==> src/rtl/inv_mix_column_iter.sv <==
// AES InvMixColumns over a 128-bit row-major state, one column per cycle.
// Latency: 4 cycles from acceptance to out_valid (II of 6 with immediate drain).
// Backpressure: result held in DONE until out_ready; in_ready only in IDLE.
module inv_mix_column_iter (
  input  logic         clk,
  input  logic         rst_n,
  input  logic         in_valid,
  output logic         in_ready,
  input  logic [127:0] in_data,
  output logic         out_valid,
  input  logic         out_ready,
  output logic [127:0] out_data
);

  typedef enum logic [1:0] {IDLE, BUSY, DONE} fsm_t;

  fsm_t         fsm_q;
  fsm_t         fsm_nxt;
  logic [1:0]   col;
  logic [127:0] data_q;
  logic [127:0] result_q;
  logic [7:0]   col_in  [4];
  logic [7:0]   col_out [4];

  // GF(2^8) multiply by x, reduced by 0x11B
  function automatic logic [7:0] xtime(input logic [7:0] b);
    return {b[6:0], 1'b0} ^ (b[7] ? 8'h1b : 8'h00);
  endfunction

  // 0x09 = x8 ^ x1
  function automatic logic [7:0] mul09(input logic [7:0] b);
    logic [7:0] x2, x4, x8;
    x2 = xtime(b);
    x4 = xtime(x2);
    x8 = xtime(x4);
    return x8 ^ b;
  endfunction

  // 0x0b = x8 ^ x2 ^ x1
  function automatic logic [7:0] mul0b(input logic [7:0] b);
    logic [7:0] x2, x4, x8;
    x2 = xtime(b);
    x4 = xtime(x2);
    x8 = xtime(x4);
    return x8 ^ x2 ^ b;
  endfunction

  // 0x0d = x8 ^ x4 ^ x1
  function automatic logic [7:0] mul0d(input logic [7:0] b);
    logic [7:0] x2, x4, x8;
    x2 = xtime(b);
    x4 = xtime(x2);
    x8 = xtime(x4);
    return x8 ^ x4 ^ b;
  endfunction

  // 0x0e = x8 ^ x4 ^ x2
  function automatic logic [7:0] mul0e(input logic [7:0] b);
    logic [7:0] x2, x4, x8;
    x2 = xtime(b);
    x4 = xtime(x2);
    x8 = xtime(x4);
    return x8 ^ x4 ^ x2;
  endfunction

  // State register; reset aborts any operation in flight
  always_ff @(posedge clk or negedge rst_n) begin
    if (!rst_n) begin
      fsm_q <= IDLE;
    end else begin
      fsm_q <= fsm_nxt;
    end
  end

  // Next-state and handshake outputs
  always_comb begin
    fsm_nxt   = fsm_q;
    in_ready  = 1'b0;
    out_valid = 1'b0;
    case (fsm_q)
      IDLE: begin
        in_ready = 1'b1;
        if (in_valid) fsm_nxt = BUSY;
      end
      BUSY: begin
        if (col == 2'd3) fsm_nxt = DONE;
      end
      DONE: begin
        out_valid = 1'b1;
        if (out_ready) fsm_nxt = IDLE;
      end
      default: fsm_nxt = IDLE;
    endcase
  end

  // Pick the four bytes of the current column out of the captured state
  always_comb begin
    for (int r = 0; r < 4; r++) begin
      col_in[r] = data_q[127 - 8*(r*4 + int'(col)) -: 8];
    end
  end

  // One column of the InvMixColumns matrix: 16 constant products
  always_comb begin
    col_out[0] = mul0e(col_in[0]) ^ mul0b(col_in[1]) ^ mul0d(col_in[2]) ^ mul09(col_in[3]);
    col_out[1] = mul09(col_in[0]) ^ mul0e(col_in[1]) ^ mul0b(col_in[2]) ^ mul0d(col_in[3]);
    col_out[2] = mul0d(col_in[0]) ^ mul09(col_in[1]) ^ mul0e(col_in[2]) ^ mul0b(col_in[3]);
    col_out[3] = mul0b(col_in[0]) ^ mul0d(col_in[1]) ^ mul09(col_in[2]) ^ mul0e(col_in[3]);
  end

  // Capture on accept, then fill the result one column per BUSY cycle
  always_ff @(posedge clk or negedge rst_n) begin
    if (!rst_n) begin
      col      <= 2'd0;
      data_q   <= 128'h0;
      result_q <= 128'h0;
    end else if (fsm_q == IDLE && in_valid) begin
      data_q <= in_data;
      col    <= 2'd0;
    end else if (fsm_q == BUSY) begin
      for (int r = 0; r < 4; r++) begin
        result_q[127 - 8*(r*4 + int'(col)) -: 8] <= col_out[r];
      end
      col <= col + 2'd1;
    end
  end

  assign out_data = result_q;

endmodule

==> config.mk <==
export PLATFORM = sky130hd
export DESIGN_NAME = inv_mix_column_iter
export DESIGN_NICKNAME = d
export VERILOG_FILES = /design/src/rtl/inv_mix_column_iter.sv
export SDC_FILE = /design/constraint.sdc
export NUM_CORES = 1
export LEC_CHECK = 0
export ABC_CLOCK_PERIOD_IN_PS = 3310
export CORE_AREA = 10 10 230 123
export CTS_CLUSTER_SIZE = 40
export DETAILED_ROUTE_END_ITERATION = 12
export DIE_AREA = 0 0 240 133
export PLACE_DENSITY = 0.83
export SETUP_SLACK_MARGIN = 0.1
export SYNTH_ARGS = -nofsm -noshare
export SYNTH_HDL_FRONTEND = slang
export SYNTH_SLANG_ARGS = --single-unit
==> constraint.sdc <==
create_clock -name clk -period 3.31 [get_ports clk]
set_input_delay 0.331 -clock clk [delete_from_list [all_inputs] [get_ports clk]]
set_output_delay 0.331 -clock clk [all_outputs]
set_load 0.1 [all_outputs]
## Yosys cells after proc, flatten, opt, wreduce, memory -nomap -nowiden

Index checks and enable logic that the tools add are counted.

| word-level totals | value |
|---|---|
| word-level logic and storage cells | 112 |
| output and inout port bits | 130 |
| register bits after elaboration | 260 |

| operators by class | value |
|---|---|
| bitwise operators | 49 |
| shift operators | 12 |
| mux-type cells | 24 |
| reductions and logical operators | 5 |
| equality and inequality tests | 6 |
| $add $sub $neg | 12 |

Operators by type and width:

| cell | number |
|---|---|
| $shift A8 B33 Y135 const A | 4 |
| $shiftx A8 B33 Y135 | 4 |
| $bwmux W128 | 4 |
| $xor A8 B8 Y8 | 39 |
| $shiftx A135 B8 Y8 | 2 |
| $shiftx A135 B9 Y8 | 2 |
| $xor A8 B5 Y8 | 9 |
| $neg A8 Y33 | 2 |
| $neg A9 Y33 | 2 |
| $mux W5 | 12 |
| $sub A7 B8 Y9 const A | 2 |
| $add A4 B2 Y5 const A | 2 |
| $mux W2 | 5 |
| $sub A7 B5 Y8 const A | 1 |
| $sub A7 B7 Y8 const A | 1 |
| $ne A2 B2 Y1 const B | 3 |
| $pmux W2 S3 | 1 |
| $add A3 B2 Y4 const A | 1 |
| $eq A2 B2 Y1 const B | 2 |
| $reduce_and A3 Y1 | 1 |
| $add A2 B1 Y2 const B | 1 |
| $eq A2 B1 Y1 const B | 1 |
| $logic_not A2 Y1 | 1 |
| $mux W1 | 2 |
| other kinds (4) | 4 |

## Depth between registers and ports, before layout

Gate-level depths: netlist (run 1).

| depth | value |
|---|---|
| depth in word-level cells | 19 |
| mapped depth | 10 |
| gate-level depth less buffers | 6 |

## Worst setup path before layout (run 1)

Ideal clock, no wire load.

| path | value |
|---|---|
| path type | flip-flop to flip-flop |
| start point | register fsm_q[0] |
| end point | register data_q[0] |
| arrival | 3.035 ns |
| setup slack | 0.150 ns |
| data required time | 3.185 ns |
| buffers on the path | 2 |
| cell stages (with the launch flop) | 6 |
| cell sequence | dfrtp_1 > nor2_1 > and2_1 > clkbuf_1 > buf_1 > mux2_2 |

| between the ends | value |
|---|---|
| word-level cells in the longest chain between the ends | 2 |

RTL lines:

| item | RTL line | source |
|---|---|---|
| start: declaration | 17 | `fsm_t fsm_q;` |
| start signal: assignment | 71 | `fsm_q <= fsm_nxt;` |
| $logic_not A2 Y1 | 117 | `end else if (fsm_q == IDLE && in_valid) begin` |
| $logic_and A1 B1 Y1 | 117 |  |
| end signal: assignment | 118 | `data_q <= in_data;` |
| end: declaration | 20 | `logic [127:0] data_q;` |

Every way passes these cells.
A chain may end at the register's enable or synchronous reset.

## Worst setup path after layout (run 1)

| path | value |
|---|---|
| start point | register col[0] |
| end point | register result_q[101], in the netlist out_data[101] |

| between the ends | value |
|---|---|
| word-level cells in the longest chain between the ends | 17 |

RTL lines:

| item | RTL line | source |
|---|---|---|
| start: declaration | 19 | `logic [1:0] col;` |
| start signal: assignment | 124 | `col <= col + 2'd1;` |
| $add A3 B2 Y4 | 99, 122 |  |
| $sub A7 B7 Y8 | 99, 122 |  |
| $shiftx A135 B8 Y8 | 99 | `col_in[r] = data_q[127 - 8*(r*4 + int'(col)) -: 8];` |
| $xor A8 B5 Y8 or $mux W5 (tied branches) (2 in a row) | 27 | `return {b[6:0], 1'b0} ^ (b[7] ? 8'h1b : 8'h00);` |
| $mux W5 or $xor A8 B5 Y8 (tied branches) | 27 |  |
| $xor A8 B8 Y8 | 27 |  |
| $xor A8 B8 Y8 (2 in a row) | 45 | `return x8 ^ x2 ^ b;` |
| $xor A8 B8 Y8 (3 in a row) | 105 | `col_out[0] = mul0e(col_in[0]) ^ mul0b(col_in[1]) ^ mul0d(col_in[2]) ^ mul09(col_in[3]);` |
| $shiftx A8 B33 Y135 | 122 | `result_q[127 - 8*(r*4 + int'(col)) -: 8] <= col_out[r];` |
| $bwmux W128 (3 in a row) | 122 |  |
| $bwmux W128 (*) | 122 |  |
| end signal: indexed assignment | 122 |  |
| end: declaration | 21 | `logic [127:0] result_q;` |

Mark *: on every way between the ends. The rest lies on a longest branch, timed or not.

==> flow_summary.yaml, run 1 <==
outcome:
  status: "complete, no violations"
route:
  wl_per_cell_um: 24.5
  ant_nets: 0
  wl_mm: 37.9
  num_vias: 8616
  route.detailed.drc: 0
  via_per_inst: 5.57
  dr.pass1.iters: 5
  drt-initial-drc-count: 724
synthesis:
  synth_top_area_share_pct: 52.5
  syn_avg_cell_area_um2: 13.7
  synth_area_leaders: "dfrtp_1 52%, mux2_2 12%, xnor2_1 6.6%, mux4_2 5.8%, xnor3_1 4.2%"
  syn-num-nets: 1044
  synth-async-reset-ratio_pct: 100
  yosysTopAreaCell: "dfrtp_1"
  synth_edf_count: 0
  synth_ff_type: "dfrtp_1"
  synth_area_mm2: 0.0124
  ys.warnings.count: 0
  yosysSeqAreaShare_pct: 52.5
  syn-instance-count: 908
  synth_seq_cells: 260
  synthDistinctLibCells: 33
layout:
  num-nets-final: 1343
  fill_cells: 1817
  final_common_cell: "dfrtp_1"
  areaGrowthSynthToFinish_pct: 34.3
  drive_above_1_share_pct: 25.1
  layout_common_cells: "258 x dfrtp_1, 254 x clkdlybuf4s50_1, 128 x mux2_2, 108 x nand2_1, 91 x o21ai_0"
sta:
  max_freq_ghz: 0.314
  rsz0062_at_grt: "true"
  hold_violations: 0
  fin_crit_sh_pct: 96.1
  fin_crit_ns: 3.18
  setup_tns_ns: 0
  worstMarginPinSlew_ns: 1.07
  skew_ns: 0.0141
  drv_slew: 0
  setup_violations: 0
  worst_hold_slack_ns: 0.386
  worst_slew_margin_rel_pct: 28.4
setup_path:
  critical_path_class: "reg -> reg"
  cp-start-kind: "flip-flop"
  crit_fanout: 13
  critPathRequiredTime_ns: 3.70
  cp_data_arrival_time_ns: 3.57
  startpoint: "col[0]$_DFFE_PN0P_"
  r2r-start: "col[0]$_DFFE_PN0P_"
  worstSetupEndpointType: "flip-flop"
clocking:
  clkSinkCount: 260
  numCtsBuffers: 23
  root_buffer: "clkbuf_16"
  clk_latency_ns: 0.53
  htreeDepth: 1
  cts.clk_slew.worst_paths_ns: 0.07
  cts_tree: "yes"
  clockBufferDepth: 3
global_route:
  grt_usage_pct: 23.6
  grt_overflow: 0
  grt_max_degree: 83
  grt_pass1_vias: 8917
  antenna_found_initial: 3
  grt_pass1_wl_mm: 57.3
floorplan:
  core_mm2: 0.0245
  die_h_um: 133
  io_pins: 262
  die-area_mm2: 0.0319
  start_util_pct: 50.5
  rows: 41
  fp.dieW_um: 240
placed_design:
  port_buffers: 261
  gp_congestion: 0.997
  hpwl_mm: 28.6
run:
  maxCapViolations: 0
worst_hold_path:
  hold_path.class: "in -> async"
cell type report:
type                    instances  area [µm²]  share of cell area (%)
flip-flops and latches        260        6510                    39.1
multi-input cells             596        5760                    34.6
repair buffers                322        3160                    19.0
clock buffers                  28         634                    3.81
well taps                     322         403                    2.42
clock inverters                13         151                   0.910
inverters                       4        15.0                  0.0902
diodes                          2        5.00                  0.0301
synthesized netlist by cell type, types with 2 or more instances:
| master | number |
|---|---|
| xnor3_2 | 4 |
| nand4_1 | 4 |
| xnor2_1 | 94 |
| clkbuf_1 | 31 |
| mux4_2 | 32 |
| buf_4 | 3 |
| mux2_2 | 128 |
| inv_1 | 4 |
| xnor3_1 | 23 |
| nor2_1 | 5 |
| nand2_1 | 108 |
| o21ai_0 | 92 |
| xnor2_4 | 3 |
| ha_1 | 4 |
| a22o_1 | 25 |
| xor2_1 | 30 |
| xor3_1 | 2 |
| buf_1 | 5 |
| o21ai_1 | 13 |
| xnor2_2 | 17 |
| nor3_1 | 4 |
| dfrtp_1 | 260 |
| buf_2 | 5 |
| buf_6 | 3 |
layer usage:
layer	up-vias	routed length [µm]	track usage, %
met5	-	17	0
li1	3777	-	-
met1	4430	17600	34.9
met4	2	628	4.37
met2	363	15800	33.2
met3	44	3830	7.79
repair_timing:
item,CTS,global route
resized for setup,4,13
pin swaps,0,4
buffers inserted,0,9
hold endpoints to repair,77,0
hold buffers,1,0
cloned,0,1
endpoints found under the setup margin,13,55
cells by family (layout without fill, tap and decap cells):
family          count (synthesis)  after routing  synth area share (%)
compound gates                131            131                  6.07
xor+xnor                      176            176                  17.5
fa+ha+maj                       4              4                 0.404
buf+inv                        52            367                  2.03
flops                         260            260                  52.5
mux                           161            161                  17.5
other cells                     0              2                     0
simple gates                  124            124                  3.94
metrics by stage:
step	util (%)	setup slack (ns)	area, µm²	std cells
3_3_place_gp	63.6	0.0804	15600	1493
3_5_place_dp	63.6	0.0504	15600	1493
2_1_floorplan	-	0.150	12400	908
6_report	67.9	0.130	16600	1547
5_1_grt	67.8	0.0428	16600	1546
4_1_cts	67.0	0.108	16400	1535
worst paths after layout:
| path | endpoint | slack [ns] | cells after the start |
|---|---|---|---|
| max | out_data[101]$_DFFE_PN0P_ | 0.13 | 7 |
| min in group clk | fsm_q[1]$_DFFE_PN0P_ | 0.39 | 2 |
| min | data_q[93]$_DFFE_PN0P_ | 0.39 | 2 |
| max in group asynchronous | data_q[59]$_DFFE_PN0P_ | 2.02 | 3 |
| max reg2reg | out_data[101]$_DFFE_PN0P_ | 0.13 | 7 |
| min reg2reg | out_data[44]$_DFFE_PN0P_ | 0.48 | 2 |
state kept, by name, indices dropped and copies added (netlist names):
signal / cells
fsm_q: 2
col: 2
data_q: 128
out_data: 128
worst max-delay path, stage by stage, from the launching register on:
cell and delay, ns:
dfrtp_2 0.45, buf_12 0.19, mux4_2 0.70, xnor2_2 0.27
xnor3_2 0.44, xor3_2 0.51, xnor2_4 0.30, o21ai_0 0.15
Power of run 1 is left out: the tool's default activity adds up to more than one toggle a clock period on the data nets, which glitch-free logic cannot reach.
==> run 2, diff against run 1 <==
--- a/config.mk
+++ b/config.mk
@@ -6,11 +6,12 @@
 export NUM_CORES = 1
 export LEC_CHECK = 0
 export ABC_CLOCK_PERIOD_IN_PS = 3310
-export CORE_AREA = 10 10 230 123
+export CORE_AREA = 10 10 228 122
+export CTS_BUF_LIST = sky130_fd_sc_hd__clkbuf_4
 export CTS_CLUSTER_SIZE = 40
 export DETAILED_ROUTE_END_ITERATION = 12
-export DIE_AREA = 0 0 240 133
-export PLACE_DENSITY = 0.83
+export DIE_AREA = 0 0 238 132
+export PLACE_DENSITY = 0.84
 export SETUP_SLACK_MARGIN = 0.1
 export SYNTH_ARGS = -nofsm -noshare
 export SYNTH_HDL_FRONTEND = slang
==> run 2 against run 1 <==
Effect of this change:
- non-clock buffer count rose by 4
- routed wire length increased by 2.4%
- highest routed layer unchanged
- worst hold slack got worse by 0.16 ns
- critical path depth rose by 1
==> flow_summary.yaml, run 2 (synthesized netlist as in run 1, its figures left out) <==
outcome:
  status: "complete, no violations"
worst_hold_path:
  hold_path.class: "in -> reg"
  min_path_cells: 2
  hold_path_end: "fsm_q[1]$_DFFE_PN0P_"
  min-delay-start: "out_ready"
layout:
  layout_common_cells: "258 x dfrtp_1, 250 x clkdlybuf4s50_1, 128 x mux2_2, 108 x nand2_1, 92 x o21ai_0"
  num-nets-final: 1381
  final_common_cell: "dfrtp_1"
  drive_above_1_share_pct: 28.9
  fin_area_mm2: 0.0166
  areaGrowthSynthToFinish_pct: 33.9
clocking:
  root_buffer: "clkbuf_4"
  clockBufferDepth: 3
  numCtsBuffers: 57
  cts_tree: "yes"
  cts.clk_slew.worst_paths_ns: 0.08
  clkSinkCount: 260
  clk_latency_ns: 0.68
  htreeDepth: 2
route:
  route.detailed.drc: 0
  ant_nets: 0
  wl_mm: 38.8
  num_vias: 8884
  dr.pass1.iters: 5
  via_per_inst: 5.54
  wl_per_cell_um: 24.2
  drt-initial-drc-count: 966
sta:
  skew_ns: 0.0270
  setup_violations: 0
  worstMarginPinSlew_ns: 1.07
  setup_tns_ns: 0
  drv_slew: 0
  fin_crit_ns: 3.12
  worst_slew_margin_rel_pct: 28.4
  hold_violations: 0
  max_freq_ghz: 0.321
  rsz0062_at_grt: "true"
  fin_crit_sh_pct: 94.1
setup_path:
  cp_slowest_cell: "mux4_2"
  crit_path_frequent_cell: "xnor2_2"
  cp_cell_sequence: "buf_4 > mux4_2 > buf_4 > xnor2_2 > xnor3_2 > xnor2_2 > xnor2_2 > a22o_1"
  crit_cells: 8
  r2r_end: "out_data[82]$_DFFE_PN0P_"
  cp_top_family: "XOR/XNOR gates"
  slowest_delay_ns: 0.66
  crit_fanout: 12
  r2r_cells: 8
  worstSetupEndpointType: "flip-flop"
  worst-path-buf-inv: 2
  cp-start-kind: "flip-flop"
  r2r_slack_ns: 0.19
  critical_path_class: "reg -> reg"
  r2r-start: "col[0]$_DFFE_PN0P_"
  critPathRequiredTime_ns: 3.87
  cp_data_arrival_time_ns: 3.67
floorplan:
  die_h_um: 132
  rows: 40
  start_util_pct: 52.4
  core_mm2: 0.0237
  io_pins: 262
  die-area_mm2: 0.0314
  fp.dieW_um: 238
global_route:
  grt_pass1_vias: 9239
  antenna_found_initial: 2
  grt_pass1_wl_mm: 58.5
  grt_usage_pct: 24.3
  grt_overflow: 0
  grt_max_degree: 112
placed_design:
  port_buffers: 261
  gp_congestion: 1.04
  placed_area_mm2: 0.0156
  hpwl_mm: 29.4
run:
  maxCapViolations: 0
run 2: cell count changes in the layout (fill, tap and decap cells not counted), moves of 3 or more:
cell	change
bufinv_16	-3
clkdlybuf4s50_1	-4
clkbuf_4	+91
clkbuf_8	-4
buf_4	+9
clkbuf_16	-24
xor2_2	+3
clkinv_2	-5
clkinvlp_4	-3
clkinv_1	+9
run 2: how the worst max path moves through the flow:
stage          slack (ns)                   endpoint                  from
2_1_floorplan        0.15      data_q[0]$_DFFE_PN0P_  fsm_q[0]$_DFFE_PN0P_
3_3_place_gp       0.0008   out_data[77]$_DFFE_PN0P_    col[0]$_DFFE_PN0P_
3_5_place_dp         0.01   out_data[85]$_DFFE_PN0P_    col[0]$_DFFE_PN0P_
4_1_cts              0.14  out_data[117]$_DFFE_PN0P_    col[0]$_DFFE_PN0P_
5_1_grt              0.09   out_data[85]$_DFFE_PN0P_    col[0]$_DFFE_PN0P_
6_report             0.19   out_data[82]$_DFFE_PN0P_    col[0]$_DFFE_PN0P_
run 2: per-layer routing:
layer  share of wire (%)  vias up  GRT usage (%)
li1                    -     3866              -
met3                  12       47           10.1
met1                  45     4562           34.7
met5               0.031        -              0
met4                 1.2        2           4.39
met2                  42      407           33.8
run 2: through the flow:
stage | setup WS, ns | hold slack, ns | cells | utilization (%)
after floorplan | 0.150 | 0.0354 | 908 | -
after global placement | 0.000842 | 0.461 | 1482 | 65.8
after detailed placement | 0.0130 | 0.466 | 1482 | 65.8
after CTS | 0.137 | 0.191 | 1585 | 69.0
after global routing | 0.0892 | 0.211 | 1603 | 70.1
final | 0.194 | 0.224 | 1604 | 70.1
run 2: worst register-to-register path: stages (launching register included):
cell and delay, ns:
dfrtp_2 0.44, buf_4 0.23, mux4_2 0.66, buf_4 0.20, xnor2_2 0.23, xnor3_2 0.39
xnor2_2 0.38, xnor2_2 0.21, a22o_1 0.25
run 2: final cells by class:
| type | instances | area [µm²] |
|---|---|---|
| clock buffer | 91 | 683 |
| clock inverter | 11 | 42.5 |
| fill | 1696 | 7080 |
| timing repair buffer | 326 | 3160 |
| tap | 315 | 394 |
| antenna | 1 | 2.50 |
| sequential | 260 | 6510 |
| inverter | 4 | 15.0 |
| multi-input combinational | 596 | 5790 |
run 2: what timing repair did:
action / in CTS / in global routing
hold buffers: 1 / 0
buffers inserted: 0 / 18
pin swaps: 0 / 3
setup endpoints to repair: 15 / 79
gates resized for setup: 5 / 14
endpoints found under the hold margin: 105 / 0
Power of run 2 is left out for the same reason.
==> run 3, diff against run 2 <==
--- a/config.mk
+++ b/config.mk
@@ -5,12 +5,12 @@
 export SDC_FILE = /design/constraint.sdc
 export NUM_CORES = 1
 export LEC_CHECK = 0
-export ABC_CLOCK_PERIOD_IN_PS = 3310
 export CORE_AREA = 10 10 228 122
 export CTS_BUF_LIST = sky130_fd_sc_hd__clkbuf_4
 export CTS_CLUSTER_SIZE = 40
 export DETAILED_ROUTE_END_ITERATION = 12
 export DIE_AREA = 0 0 238 132
+export MAX_ROUTING_LAYER = met4
 export PLACE_DENSITY = 0.84
 export SETUP_SLACK_MARGIN = 0.1
 export SYNTH_ARGS = -nofsm -noshare
==> run 3 against run 2 <==
Effect of this change:
- critical path type unchanged
- via count about the same
- clock skew increased by 0.0033 ns
- flip-flop and latch count did not move
- global-route usage grew 0.85 points
- largest cell class unchanged
- routed wire length up 0.92%
- critical endpoint is now out_data[108]$_DFFE_PN0P_
- utilization is 0.46 points lower
- cell count is 0.56% lower
- worst hold slack worse by 0.0028 ns
- critical path depth down 1
- fmax decreased by 1.8%
- worst setup slack got worse by 0.058 ns
- die area unchanged
==> flow_summary.yaml, run 3 (synthesized netlist as in run 1, its figures left out) <==
floorplan:
  die-area_mm2: 0.0314
  die_h_um: 132
  start_util_pct: 52.4
  fp.dieW_um: 238
  core_mm2: 0.0237
  rows: 40
  io_pins: 262
layout:
  final_common_cell: "dfrtp_1"
  drive_above_1_share_pct: 28.2
  layout_common_cells: "258 x dfrtp_1, 249 x clkdlybuf4s50_1, 128 x mux2_2, 108 x nand2_1, 92 x o21ai_0"
  final-instance-count-excl-fill: 1595
  areaGrowthSynthToFinish_pct: 33.0
  num-nets-final: 1382
global_route:
  grt_overflow: 0
  grt_pass1_wl_mm: 58.4
  grt_pass1_vias: 9220
  grt_max_degree: 94
  antenna_found_initial: 4
  grt_usage_pct: 25.1
sta:
  max_freq_ghz: 0.315
  skew_ns: 0.0303
  drv_slew: 0
  fin_crit_ns: 3.17
  worstMarginPinSlew_ns: 1.11
  worst_slew_margin_rel_pct: 25.8
  hold_violations: 0
  setup_violations: 0
  fin_crit_sh_pct: 95.9
  rsz0062_at_grt: "true"
  setup_tns_ns: 0
placed_design:
  dpl.cell_count: 1484
  port_buffers: 261
  hpwl_mm: 29.4
  gp_congestion: 1.05
setup_path:
  cp_top_family: "XOR/XNOR gates"
  critPathRequiredTime_ns: 3.93
  slowest_delay_ns: 0.64
  cp_data_arrival_time_ns: 3.79
  cp_slowest_cell: "mux4_2"
  r2r_slack_ns: 0.14
  cp_cell_sequence: "buf_12 > mux4_2 > xor2_1 > xnor3_2 > xnor2_4 > xnor3_1 > o21ai_1"
  crit_fanout: 16
  cp-start-kind: "flip-flop"
  worst-path-buf-inv: 1
  critical_path_class: "reg -> reg"
  worstSetupEndpointType: "flip-flop"
clocking:
  root_buffer: "clkbuf_4"
  htreeDepth: 2
  clkSinkCount: 260
  clk_latency_ns: 0.70
  cts.clk_slew.worst_paths_ns: 0.07
  clockBufferDepth: 3
  cts_tree: "yes"
  numCtsBuffers: 55
route:
  ant_nets: 0
  route.detailed.drc: 0
  num_vias: 8877
  wl_mm: 39.1
  dr.pass1.iters: 5
  drt-initial-drc-count: 739
  via_per_inst: 5.57
  wl_per_cell_um: 24.5
outcome:
  status: "complete, no violations"
worst_hold_path:
  hold_path.class: "in -> reg"
run:
  maxCapViolations: 0
## run 3: cell types whose count changed in the layout (fill, tap and decap cells not counted), sizes merged
cell / previous run / this run
clkbuf: 91 / 78
buf: 75 / 79
inv: 5 / 4
clkinv: 10 / 9
diode: 1 / 4
clkdlybuf4s50: 250 / 249
## run 3: per-stage QoR
step | area [µm²] | util [%] | setup slack [ns] | hold WS [ns]
global route | 16500 | 69.7 | 0.0244 | 0.202
detailed placement | 15600 | 65.8 | 0.0911 | 0.407
finish | 16500 | 69.7 | 0.136 | 0.221
floorplan | 12400 | - | 0.150 | 0.0354
global placement | 15600 | 65.8 | 0.0570 | 0.410
CTS | 16200 | 68.5 | 0.0844 | 0.191
## run 3: layer usage
layer / track usage (%) / up-vias / wire (µm)
met5: - / - / 0
met4: 5.91 / 0 / 663
met3: 9.24 / 47 / 4170
met2: 33.4 / 423 / 16400
met1: 35.4 / 4548 / 17800
li1: - / 3859 / -
## run 3: worst paths after layout
path                                               from                   endpoint  cells past startpoint
worst max register to register       col[0]$_DFFE_PN0P_  out_data[108]$_DFFE_PN0P_                      7
worst max-delay path                 col[0]$_DFFE_PN0P_  out_data[108]$_DFFE_PN0P_                      7
min in group asynchronous                         rst_n     data_q[53]$_DFFE_PN0P_                      2
worst min register to register  out_data[7]$_DFFE_PN0P_    out_data[7]$_DFFE_PN0P_                      2
max in group asynchronous                         rst_n         col[0]$_DFFE_PN0P_                      3
worst min-delay path                          out_ready       fsm_q[1]$_DFFE_PN0P_                      2
## run 3: final cells by class
class / instances / area (µm²)
diodes: 4 / 10.0
clock buffers: 78 / 586
clock inverters: 9 / 35.0
fillers: 1700 / 7180
inverters: 4 / 15.0
multi-input cells: 596 / 5770
flip-flops and latches: 260 / 6510
well taps: 315 / 394
repair buffers: 329 / 3170
## run 3: worst reg2reg max path, stage by stage, from the launching register on
cell     delay [ns]
dfrtp_2        0.45
buf_12         0.19
mux4_2         0.66
xor2_1         0.27
xnor3_2        0.57
xnor2_4        0.27
xnor3_1        0.55
o21ai_1        0.18
## run 3: timing repair
| action | CTS | global route |
|---|---|---|
| buffers inserted | 0 | 19 |
| endpoints found under the setup margin | 5 | 52 |
| hold buffers | 1 | 0 |
| gates resized for setup | 2 | 14 |
| gates cloned | 0 | 0 |
| pin swaps | 0 | 1 |
| hold endpoints to repair | 88 | 0 |
Power of run 3 is left out for the same reason.
==> RTL edit (settings of run 2) <==
Reset style: synchronous (`rst_n`), changed in 2 clocked blocks.
--- a/src/rtl/inv_mix_column_iter.sv
+++ b/src/rtl/inv_mix_column_iter.sv
@@ -64,7 +64,7 @@
   endfunction
 
   // State register; reset aborts any operation in flight
-  always_ff @(posedge clk or negedge rst_n) begin
+  always_ff @(posedge clk) begin
     if (!rst_n) begin
       fsm_q <= IDLE;
     end else begin
@@ -109,7 +109,7 @@
   end
 
   // Capture on accept, then fill the result one column per BUSY cycle
-  always_ff @(posedge clk or negedge rst_n) begin
+  always_ff @(posedge clk) begin
     if (!rst_n) begin
       col      <= 2'd0;
       data_q   <= 128'h0;
Function: not settled (the Yosys comparison gave no result); the edit may change what the design does.
==> RTL edit against run 2 <==
First-iteration DRC count grew 16%; clock skew is 0.042 ns higher; area after synthesis shrank 1.5%; wire length grew 5.4%; sequential cell count did not move; setup slack worse by 0.081 ns; final area fell by 1.5%; count of clock-buffer cells in the layout is 5 lower; highest routed layer is now met4; global-route usage grew 0.80 points.
Power is left out: it rests on default switching activity, and per cell area and clock period it moved more than threefold.
==> RTL edit: results (changes against run 2) <==
| Metric | Value |
|---|---|
| RR Endpoint | `out_data[90]$_SDFFE_PN0P_ (was out_data[82]$_DFFE_PN0P_)` |
| Synth Area in Compound Gates | `0.1503 (was 0.06067)` |
| Wire length per cell | `21.19 microns (was 24.17 microns)` |
| Layout cells sized above 1 | `0.1550 (was 0.2888)` |
| Fillers | `1854 (was 1696)` |
| Async set-reset flop share out of synthesis | `0 (was 1.000)` |
| R2r setup slk | `0.11 ns (was 0.19 ns)` |
| Worst R2R Path Depth | `11 (was 8)` |
| Crit path launch | `col[0]$_SDFFE_PP0N_ (was col[0]$_DFFE_PN0P_)` |
| Post-synthesis mux area share | `0.06070 (was 0.1752)` |
| Arr. time, crit path | `3.79 ns (was 3.67 ns)` |
| CP Max Fanout | `5 (was 12)` |
| # diodes | `0 (was 1)` |
| Post-Synth Adder-Cell Area | `0.004101 (was 0.004038)` |
| Final Routed Wirelength | `40860 microns (was 38760 microns)` |
| Iter 0 DRT Violations | `1124 (was 966)` |
| Initial antenna violation count | `0 (was 2)` |
| Main synth FF type | `dfxtp_1 (was dfrtp_1)` |
| Hold depth | `3 (was 2)` |
| Status | `finished clean (unchanged)` |
| Vias in the first global route | `10387 (was 9239)` |
| Post-synth cell types | `31 (was 33)` |
| Detailed Place HPWL | `30710 microns (was 29440 microns)` |
| GR Util All Layers | `0.2505 (was 0.2425)` |
| Final nets | `1704 (was 1381)` |
| First-pass GRT wire length | `62040 microns (was 58480 microns)` |
| Largest net degree at the start of global routing | `145 (was 112)` |
| Seq/Total Area, Yosys | `0.4265 (was 0.5249)` |
-- RTL edit: cell types whose count changed after synthesis, sizes merged, moves of 63 or more --
cell           run 2  this run
nor2b              1        64
dfrtp            260         0
a21boi             0       129
nand2            108       321
dfxtp              0       260
mux2             128         0
-- RTL edit: through the flow --
stage	utilization	setup slack, ns
2_1_floorplan	-	0.2911
3_3_place_gp	0.6497	-0.1042
3_5_place_dp	0.6497	-0.1395
4_1_cts	0.6857	0.1039
5_1_grt	0.6903	0.08085
6_report	0.6903	0.1132
-- RTL edit: per-layer routing --
metal,GRT usage,share of wire,vias up
li1,-,-,4861
met1,0.3544,0.46,5058
met2,0.3597,0.42,458
met3,0.08389,0.10,50
met4,0.05451,0.015,0
met5,0,0,-
-- RTL edit: final cells by class --
cell class	instances	area [sq um]	area share
multi-input combinational	906	6671	0.4082
sequential	260	5213	0.3190
timing repair buffer	340	3257	0.1993
clock buffer	86	645.6	0.03951
tap	315	394.1	0.02412
clock inverter	18	150.1	0.009188
inverter	3	11.26	0.0006891
-- RTL edit: how the worst max path moves through the flow --
stage	to	slack, ns	depth (start not counted)
finish	out_data[90]$_SDFFE_PN0P_	0.11	11
global route	out_data[90]$_SDFFE_PN0P_	0.08	11
CTS	out_data[51]$_SDFFE_PN0P_	0.10	8
detailed placement	out_data[110]$_SDFFE_PN0P_	-0.14	8
global placement	out_data[103]$_SDFFE_PN0P_	-0.10	7
floorplan	out_data[65]$_SDFFE_PN0P_	0.29	8
-- RTL edit: cell families after synthesis --
kind of cell,after synthesis
adders and majority gates,4
DFF,260
AOI/OAI and AO/OA,259
xor gates and xnor gates,196
muxes,34
and+or+nand+nor,413
buffers and inverters,98
-- RTL edit: worst max-delay path, stage by stage, from the launching register on --
cell	delay (ns)
dfxtp_4	0.37
buf_12	0.13
buf_4	0.11
mux4_2	0.58
xor2_1	0.18
buf_4	0.17
xnor2_1	0.35
xnor3_1	0.54
xnor2_1	0.17
buf_4	0.17
a22oi_1	0.24
nor2b_1	0.09
-- RTL edit: timing repair --
item	CTS	global route
hold endpoints to repair	0	0
gates resized for setup	7	6
setup buffers	1	8
endpoints found under the setup margin	94	63
pin swaps	0	0
hold buffers	0	0
